`src/rtl/uart_decoder.sv`:
```
// uart_decoder: UART receiver with 16x oversampling, an echo transmitter and
// a small command decoder driving pattern/mode/start/stop control outputs.
//
// Ports:
//   clk, rst_n          system clock (rising edge), async active-low reset
//   i_rx                serial input, idle high
//   o_tx                serial echo output, idle high
//   o_rx_done_tick      one-cycle pulse, o_rx_data holds a new byte
//   o_rx_data           last received byte
//   o_tx_done_tick      one-cycle pulse at the end of an echo frame
//   o_output_pattern    pattern register loaded by command 0x01
//   o_freq_pattern      pattern register loaded by command 0x02
//   o_mode              set by 0x03, cleared by 0x04
//   o_start, o_stop     one-cycle pulses from 0x05 / 0x06
//   o_done_tick         one-cycle pulse when a valid command completes
//
// FSM states:
//   RX_IDLE  | waiting for a falling edge on the line
//   RX_START | checking the start bit at mid-bit
//   RX_DATA  | sampling data bits LSB first
//   RX_STOP  | waiting out the stop bit
//   TX_*     | same framing on the transmit side
//   D_CMD    | next byte is a command
//   D_LO     | next byte is a pattern low byte
//   D_HI     | next byte is a pattern high byte
module uart_decoder #(
  parameter int SYS_CLK   = 10_000_000,
  parameter int BAUD_RATE = 9600,
  parameter int DATA_BITS = 8,
  parameter int STOP_TICK = 16,
  parameter int CLK_DIV   = 65,
  parameter int DIV_BIT   = 7,
  parameter int DATA_BIT  = 16
) (
  input  logic                 clk,
  input  logic                 rst_n,
  input  logic                 i_rx,
  output logic                 o_tx,
  output logic                 o_rx_done_tick,
  output logic [DATA_BITS-1:0] o_rx_data,
  output logic                 o_tx_done_tick,
  output logic [DATA_BIT-1:0]  o_output_pattern,
  output logic [DATA_BIT-1:0]  o_freq_pattern,
  output logic                 o_mode,
  output logic                 o_start,
  output logic                 o_stop,
  output logic                 o_done_tick
);

  // A zero CLK_DIV falls back to the divider implied by the clock and baud.
  localparam int DIV = (CLK_DIV > 0) ? CLK_DIV : SYS_CLK / (16 * BAUD_RATE);
  localparam int NW  = $clog2(DATA_BITS + 1);
  localparam int TW  = 8;

  // ---------------- oversample tick ----------------
  logic [DIV_BIT-1:0] div_q;
  logic               tick;

  assign tick = (div_q == DIV_BIT'(DIV - 1));

  always_ff @(posedge clk or negedge rst_n) begin
    if (!rst_n)    div_q <= '0;
    else if (tick) div_q <= '0;
    else           div_q <= div_q + 1'b1;
  end

  // Two-flop synchronizer; resets to the idle level so reset is not a start bit.
  logic [1:0] rx_sync;
  logic       rx_in;

  always_ff @(posedge clk or negedge rst_n) begin
    if (!rst_n) rx_sync <= 2'b11;
    else        rx_sync <= {rx_sync[0], i_rx};
  end
  assign rx_in = rx_sync[1];

  // ---------------- receiver ----------------
  typedef enum logic [1:0] {RX_IDLE, RX_START, RX_DATA, RX_STOP} rx_state_t;
  rx_state_t            rx_q, rx_d;
  logic [TW-1:0]        rs_q, rs_d;
  logic [NW-1:0]        rn_q, rn_d;
  logic [DATA_BITS-1:0] rb_q, rb_d, rdata_d;
  logic                 rdone_d;

  always_ff @(posedge clk or negedge rst_n) begin
    if (!rst_n) begin
      rx_q <= RX_IDLE; rs_q <= '0; rn_q <= '0; rb_q <= '0;
      o_rx_done_tick <= 1'b0; o_rx_data <= '0;
    end else begin
      rx_q <= rx_d; rs_q <= rs_d; rn_q <= rn_d; rb_q <= rb_d;
      o_rx_done_tick <= rdone_d; o_rx_data <= rdata_d;
    end
  end

  always_comb begin
    rx_d = rx_q; rs_d = rs_q; rn_d = rn_q; rb_d = rb_q;
    rdone_d = 1'b0; rdata_d = o_rx_data;
    case (rx_q)
      RX_IDLE: if (!rx_in) begin rx_d = RX_START; rs_d = '0; end
      RX_START: if (tick) begin
        if (rs_q == TW'(7)) begin
          rs_d = '0; rn_d = '0;
          rx_d = rx_in ? RX_IDLE : RX_DATA;   // a short glitch is dropped here
        end else rs_d = rs_q + 1'b1;
      end
      RX_DATA: if (tick) begin
        if (rs_q == TW'(15)) begin
          rs_d = '0;
          rb_d = {rx_in, rb_q[DATA_BITS-1:1]};
          if (rn_q == NW'(DATA_BITS - 1)) rx_d = RX_STOP;
          else rn_d = rn_q + 1'b1;
        end else rs_d = rs_q + 1'b1;
      end
      RX_STOP: if (tick) begin
        if (rs_q == TW'(STOP_TICK - 1)) begin
          rx_d = RX_IDLE; rdone_d = 1'b1; rdata_d = rb_q;
        end else rs_d = rs_q + 1'b1;
      end
      default: rx_d = RX_IDLE;
    endcase
  end

  // ---------------- echo transmitter ----------------
  typedef enum logic [1:0] {TX_IDLE, TX_START, TX_DATA, TX_STOP} tx_state_t;
  tx_state_t            tx_q, tx_d;
  logic [TW-1:0]        ts_q, ts_d;
  logic [NW-1:0]        tn_q, tn_d;
  logic [DATA_BITS-1:0] tb_q, tb_d;
  logic                 txo_d, tdone_d;

  always_ff @(posedge clk or negedge rst_n) begin
    if (!rst_n) begin
      tx_q <= TX_IDLE; ts_q <= '0; tn_q <= '0; tb_q <= '0;
      o_tx <= 1'b1; o_tx_done_tick <= 1'b0;
    end else begin
      tx_q <= tx_d; ts_q <= ts_d; tn_q <= tn_d; tb_q <= tb_d;
      o_tx <= txo_d; o_tx_done_tick <= tdone_d;
    end
  end

  always_comb begin
    tx_d = tx_q; ts_d = ts_q; tn_d = tn_q; tb_d = tb_q;
    tdone_d = 1'b0;
    case (tx_q)
      // Requests only land in idle, so a byte arriving mid-frame is dropped.
      TX_IDLE: if (o_rx_done_tick) begin
        tx_d = TX_START; ts_d = '0; tb_d = o_rx_data;
      end
      TX_START: if (tick) begin
        if (ts_q == TW'(15)) begin tx_d = TX_DATA; ts_d = '0; tn_d = '0; end
        else ts_d = ts_q + 1'b1;
      end
      TX_DATA: if (tick) begin
        if (ts_q == TW'(15)) begin
          ts_d = '0;
          tb_d = tb_q >> 1;
          if (tn_q == NW'(DATA_BITS - 1)) tx_d = TX_STOP;
          else tn_d = tn_q + 1'b1;
        end else ts_d = ts_q + 1'b1;
      end
      TX_STOP: if (tick) begin
        if (ts_q == TW'(STOP_TICK - 1)) begin tx_d = TX_IDLE; tdone_d = 1'b1; end
        else ts_d = ts_q + 1'b1;
      end
      default: tx_d = TX_IDLE;
    endcase
    // Line level follows the next state so o_tx is registered without lag.
    case (tx_d)
      TX_START: txo_d = 1'b0;
      TX_DATA:  txo_d = tb_d[0];
      default:  txo_d = 1'b1;
    endcase
  end

  // ---------------- command decoder ----------------
  typedef enum logic [1:0] {D_CMD, D_LO, D_HI} dec_state_t;
  dec_state_t           dec_q, dec_d;
  logic                 sel_q, sel_d;
  logic [DATA_BITS-1:0] lo_q, lo_d;
  logic [DATA_BIT-1:0]  op_d, fp_d;
  logic                 mode_d, start_d, stop_d, done_d;

  always_ff @(posedge clk or negedge rst_n) begin
    if (!rst_n) begin
      dec_q <= D_CMD; sel_q <= 1'b0; lo_q <= '0;
      o_output_pattern <= '0; o_freq_pattern <= '0; o_mode <= 1'b0;
      o_start <= 1'b0; o_stop <= 1'b0; o_done_tick <= 1'b0;
    end else begin
      dec_q <= dec_d; sel_q <= sel_d; lo_q <= lo_d;
      o_output_pattern <= op_d; o_freq_pattern <= fp_d; o_mode <= mode_d;
      o_start <= start_d; o_stop <= stop_d; o_done_tick <= done_d;
    end
  end

  always_comb begin
    dec_d = dec_q; sel_d = sel_q; lo_d = lo_q;
    op_d = o_output_pattern; fp_d = o_freq_pattern; mode_d = o_mode;
    start_d = 1'b0; stop_d = 1'b0; done_d = 1'b0;
    if (o_rx_done_tick) begin
      case (dec_q)
        D_CMD: case (o_rx_data)
          DATA_BITS'(8'h01): begin dec_d = D_LO; sel_d = 1'b0; end
          DATA_BITS'(8'h02): begin dec_d = D_LO; sel_d = 1'b1; end
          DATA_BITS'(8'h03): begin mode_d  = 1'b1; done_d = 1'b1; end
          DATA_BITS'(8'h04): begin mode_d  = 1'b0; done_d = 1'b1; end
          DATA_BITS'(8'h05): begin start_d = 1'b1; done_d = 1'b1; end
          DATA_BITS'(8'h06): begin stop_d  = 1'b1; done_d = 1'b1; end
          default: ;
        endcase
        D_LO: begin lo_d = o_rx_data; dec_d = D_HI; end
        D_HI: begin
          // Low byte was staged, so the register jumps straight to the new value.
          if (sel_q) fp_d = DATA_BIT'({o_rx_data, lo_q});
          else       op_d = DATA_BIT'({o_rx_data, lo_q});
          done_d = 1'b1;
          dec_d  = D_CMD;
        end
        default: dec_d = D_CMD;
      endcase
    end
  end

endmodule

```
`config.mk`:
```
export PLATFORM = sky130hd
export DESIGN_NAME = uart_decoder
export DESIGN_NICKNAME = d
export VERILOG_FILES = /design/src/rtl/uart_decoder.sv
export SDC_FILE = /design/constraint.sdc
export NUM_CORES = 1
export LEC_CHECK = 0
export CAP_MARGIN = 20
export CELL_PAD_IN_SITES_DETAIL_PLACEMENT = 0
export CELL_PAD_IN_SITES_GLOBAL_PLACEMENT = 1
export CORE_MARGIN = 4
export CORE_UTILIZATION = 25
export CTS_BUF_LIST = sky130_fd_sc_hd__clkbuf_16
export CTS_CLUSTER_DIAMETER = 60
export DETAILED_ROUTE_END_ITERATION = 8
export GPL_TIMING_DRIVEN = 1
export HOLD_SLACK_MARGIN = 0.08
export MAX_ROUTING_LAYER = met4
export PLACE_DENSITY_LB_ADDON = 0.1
export SLEW_MARGIN = 20
export SYNTH_ARGS = -nofsm -noshare
export SYNTH_HDL_FRONTEND = slang
export SYNTH_SLANG_ARGS = --single-unit
export TNS_END_PERCENT = 10
```
`constraint.sdc`:
```
create_clock -name clk -period 2.5 [get_ports clk]
set_input_delay 0.75 -clock clk [delete_from_list [all_inputs] [get_ports clk]]
set_output_delay 0.75 -clock clk [all_outputs]
set_load 0.01 [all_outputs]
```
# --- After elaboration in Yosys (flattened, before gate mapping) ---
# Cells that the tools add are included.
classes:
  n_reduce_logical: 25
  bitwise: 1
  n_mux: 70
  n_addsub: 5
  n_eq_ne: 42
ops:
  columns: ["operator", "count"]
  rows:
  - ["2-to-1 mux 8 bit", 15]
  - ["2-to-1 mux 4 bit", 10]
  - ["!= test 2 bit, second input constant", 19]
  - ["2-to-1 mux 2 bit", 18]
  - ["equality test 8 x 3 -> 1 bit, second input constant", 4]
  - ["one-hot mux 8 bit (4 select lines)", 1]
  - ["one-hot mux 8 bit (3 select lines)", 1]
  - ["AND reduction 3 bit", 6]
  - ["adder 8 x 1 -> 8 bit, second input constant", 2]
  - ["equality test 8 x 2 -> 1 bit, second input constant", 2]
  - ["equality test 8 x 4 -> 1 bit, second input constant", 2]
  - ["one-hot mux 2 bit (4 select lines)", 2]
  - ["one-hot mux 4 bit (2 select lines)", 2]
  - ["one-hot mux 8 bit (2 select lines)", 1]
  - ["2-to-1 mux 1 bit", 14]
  - ["equality test 2 bit, second input constant", 6]
  - ["AND reduction 6 bit", 2]
  - ["nonzero test 2 bit", 5]
  - ["adder 4 x 1 -> 4 bit, second input constant", 2]
  - ["equality test 2 x 1 -> 1 bit, second input constant", 4]
  - ["equality test 4 x 3 -> 1 bit, second input constant", 2]
  - ["equality test 8 x 1 -> 1 bit, second input constant", 1]
  - ["one-hot mux 1 bit (2 select lines)", 4]
  - ["AND reduction 4 bit", 2]
  - ["12 further kinds", 16]
word_totals:
  output_inout_bits: 47
  input_bits: 3
  wordCells: 167
  register_bits: 111

# --- Depth between registers and ports, before layout ---
depth:
  word_depth: 7
  ltp_mapped: 9
  depth_no_buf: 7

# --- Worst setup path before layout ---
# Ideal clock, no wire load.
synth_timing:
  path_type: "register -> register"
  startpoint: "register div_q[2]"
  endpoint: "register rn_q[1]"
  path_buffers: 1
  stages_incl_launch_ff: 7
  arrival_ps: 2046
  path_slack_ps: 321
  setup_ps: 133
  cell_sequence: "dfrtp_1 -> or4b_4 -> or2_1 -> buf_4 -> or4_4 -> o211ai_1 -> o31ai_1"
synth_via:
  elab_chain_cells: 3
  word_cells_on_any_way: 4
synth_rtl:
  columns: ["item", "line_no", "source"]
  rows:
  - ["start, declared", "56", "logic [DIV_BIT-1:0] div_q;"]
  - ["start signal, assigned", "64", "else div_q <= div_q + 1'b1;"]
  - ["equality test 7 bit (*)", "59", "assign tick = (div_q == DIV_BIT'(DIV - 1));"]
  - ["!= test 2 bit (no source line)", null, null]
  - ["AND reduction 6 bit (no source line) (*)", null, null]
  - ["end signal, assigned", "90", "rx_q <= rx_d; rs_q <= rs_d; rn_q <= rn_d; rb_q <= rb_d;"]
  - ["end, declared", "81", "logic [NW-1:0] rn_q, rn_d;"]
# Every way passes the cells marked *; elsewhere a longest branch is shown, timed or not.
# A chain may end at the register's enable or synchronous reset.

# --- Worst setup path after layout ---
layout_timing:
  startpoint: "register div_q[2]"
  endpoint: "register rs_q[2]"
layout_via:
  elab_chain_cells: 3
  word_cells_on_any_way: 5
layout_rtl:
  columns: ["item", "line_no", "source"]
  rows:
  - ["equality test 7 bit (*)", "59", null]
  - ["!= test 2 bit (no source line)", null, null]
  - ["AND reduction 5 bit (no source line) (*)", null, null]
  - ["end signal, assigned", "90", null]
  - ["end, declared", "80", "logic [TW-1:0] rs_q, rs_d;"]
# Marked as above.

==> impl_metrics.tcl <==
set metrics [dict create \
    dr.pass1.iters 4 \
    grt_overflow 0 \
    p_leak_nw 2.85 \
    die-height_um 151 \
    setup-tns-final_ps 0 \
    synthArstFlopShare_pct 100 \
    cap_viol_max_count 0 \
    fmaxAchievable_ghz 0.424 \
    grt_setup_unrepaired "false" \
    synth-seq-cells 111 \
    cp_cell_sequence "or4b_4, or2_1, o21a_1, or3_1, a211o_1" \
    slew_headroom_pct 67.0 \
    syn-num-nets 469 \
    core-area_um2 19800 \
    antennaDiodeCount 0 \
    critPathLaunchType "flip-flop" \
    drive_gt1_share_pct 21.1 \
    hold_viol_final 0 \
    critPathMaxFanout 5 \
    ir_drop_v 0.000305 \
    syn_area_um2 5100 \
    fin_crit_ps 2360 \
    ant_nets 0 \
    cts_tree "done" \
    synth-edff-count 0 \
    cp_slowest_cell "or4b_4" \
    worstPathArrival_ps 2600 \
    postLayoutSetupSlackWorst_ps 142 \
    cts_resized 0 \
    final_nets 534 \
    outcome "completed" \
    start_util_pct 25.8 \
    syn-instance-count 456 \
    clkLatencyLatePin_ps 360 \
    drv_slew 0 \
    reg2reg_depth 5 \
    synth_top_area_share_pct 53.0 \
    fillers 2018 \
    hold_class "in -> async" \
    vias 3669 \
    synth_ff_type "dfrtp_1" \
    hpwl_um 8630 \
    cts_buffer_depth 2 \
    cts_buffers 9 \
    skew_ps 11.8 \
    io_buffers 49 \
    crit_required_ps 2740 \
    syn_to_final_growth_pct 24.4 \
    finalCritPeriodShare_pct 94.3 \
    drtIter0Drc 175 \
    wl_um 12400 \
    cts_hold_buf 0 \
    row_count 51 \
    crit_path_end_kind "flip-flop" \
    first_global_vias 3670 \
    ys_types 56 \
    synth-seq-area-share_pct 54.6 \
    grt_pass1_wl_um 20500 \
    power.density_nw_per_um2 524 \
    ioPinCount 50 \
    clkSinkCount 111 \
    grt_max_degree 47 \
    drt-vias-per-instance 4.64 \
    synth_top_cell_by_area "dfrtp_1" \
    worstMarginPinSlew_ps 493 \
    setup_viol 0 \
    place_ws_ps 161 \
    post-route-drc-count 0 \
    ys_warn_count 0 \
    cts_root_buf "clkbuf_16" \
    die-area_um2 22700 \
    r2r_slack_ps 140 \
    grt.total_usage_pct 11.8 \
    slowest_delay_ps 590 \
    post_cts_buffers 0 \
    synth_area_leaders "dfrtp_1 53%, mux2_2 11%, nand2_1 3.2%" \
    antenna_found_initial 0 \
    wl_per_cell_um 15.6 \
    synth.avg_cell_area_um2 11.2 \
    clk_pin_slew_ps 80 \
    gp_congestion 0.780 \
    htreeDepth 3 \
    die_w_um 151 \
    crit_type "reg -> reg" \
]
-- where the power goes --
part           switching, W  internal [W]  leakage [nW]  total (W)
combinational     0.0000379    0.00000906          1.18  0.0000470
clock              0.000760      0.000714         0.148    0.00147
sequential       0.00000159       0.00180          1.52    0.00180
total              0.000800       0.00252          2.85    0.00332
-- registers in the layout (all words and copies together) (netlist names), 4 cells and up, named ones only --
signal / cells
o_freq_pattern: 16
o_output_pattern: 16
lo_q: 8
tb_q: 8
rb_q: 8
tn_q: 4
ts_q: 8
div_q: 7
rs_q: 8
rn_q: 4
o_rx_data: 8
-- worst max-delay path, delay by kind of cell (launching register included) --
family | cells | cell delay [ps]
flip-flops | 1 | 430
AND/OR/NAND/NOR | 3 | 1290
AO/OA/AOI/OAI | 2 | 530
-- through the flow --
stage	util, %	total power (W)	std cells	hold WS, ps	cell area, um2
global placement	30.5	0.00188	775	349	6040
detailed placement	30.5	0.00188	775	352	6040
finish	32.0	0.00332	791	297	6340
floorplan	-	0.00183	456	345	5100
global route	32.0	0.00347	791	306	6340
CTS	32.0	0.00339	791	297	6340
-- logic make-up after synthesis --
kind of cell | share of synthesized area, %
simple gates | 16.5
flops | 54.6
compound gates | 10.4
mux | 12.1
buf+inv | 2.73
fa+ha+maj | 2.46
xor+xnor | 1.20
-- cells in the mapped netlist (all sizes together), types with 6 or more instances --
| library cell | n |
|---|---|
| dfrtp | 108 |
| mux2 | 52 |
| nand2 | 44 |
| nor2 | 28 |
| o21ai | 26 |
| a21oi | 22 |
| nand3 | 16 |
| inv | 14 |
| clkbuf | 13 |
| ha | 10 |
| and3 | 9 |
| or3 | 9 |
| a31oi | 8 |
| nor3 | 8 |
| a22oi | 6 |
| buf | 6 |
| nand2b | 6 |
| or4 | 6 |
-- per-layer routing --
| layer | share of wire [%] | GRT usage (%) | wire [um] |
|---|---|---|---|
| met3 | 4.1 | 2.45 | 506 |
| met5 | 0 | - | 0 |
| met2 | 44 | 17.6 | 5490 |
| met4 | 1.3 | 3.40 | 163 |
| met1 | 50 | 16.2 | 6200 |
-- final timing paths --
check                            from                   to
min in group clk           rx_sync[0]           rx_sync[1]
max reg2reg                  div_q[2]              rs_q[2]
min reg2reg                rx_sync[0]           rx_sync[1]
max in group asynchronous       rst_n                 o_tx
max                          div_q[2]              rs_q[2]
min                             rst_n  o_output_pattern[4]
-- area by class of cell --
| type | instances | area (um2) | share of cell area [%] |
|---|---|---|---|
| Clock inverter | 7 | 73.8 | 1.16 |
| Multi-Input combinational cell | 312 | 2180 | 34.4 |
| Clock buffer | 9 | 225 | 3.55 |
| Timing Repair Buffer | 73 | 693 | 10.9 |
| Sequential cell | 111 | 2780 | 43.9 |
| Tap cell | 265 | 332 | 5.23 |
| Inverter | 14 | 52.6 | 0.829 |
-- placed cells by master, fill, tap and decap left out, types with 3 or more instances in the layout --
| cell | count |
|---|---|
| nand2b_1 | 6 |
| dfstp_2 | 3 |
| mux2_2 | 52 |
| nand3_1 | 14 |
| nand4_1 | 5 |
| clkdlybuf4s50_1 | 48 |
| o31ai_1 | 3 |
| o21ai_0 | 24 |
| nor3_1 | 6 |
| nor2_1 | 26 |
| a22oi_1 | 6 |
| a31oi_1 | 8 |
| a22o_1 | 4 |
| or3_1 | 9 |
| buf_4 | 23 |
| mux2i_1 | 3 |
| a21oi_1 | 22 |
| and3_1 | 9 |
| or4_1 | 5 |
| nor3b_1 | 4 |
| inv_1 | 14 |
| inv_6 | 3 |
| nor2b_1 | 3 |
| clkbuf_16 | 9 |
| ha_1 | 10 |
| nand2_1 | 44 |
| xnor2_1 | 5 |
| dfrtp_1 | 108 |
| or2_2 | 4 |
Note: power is estimated with default switching activity, not from simulation.
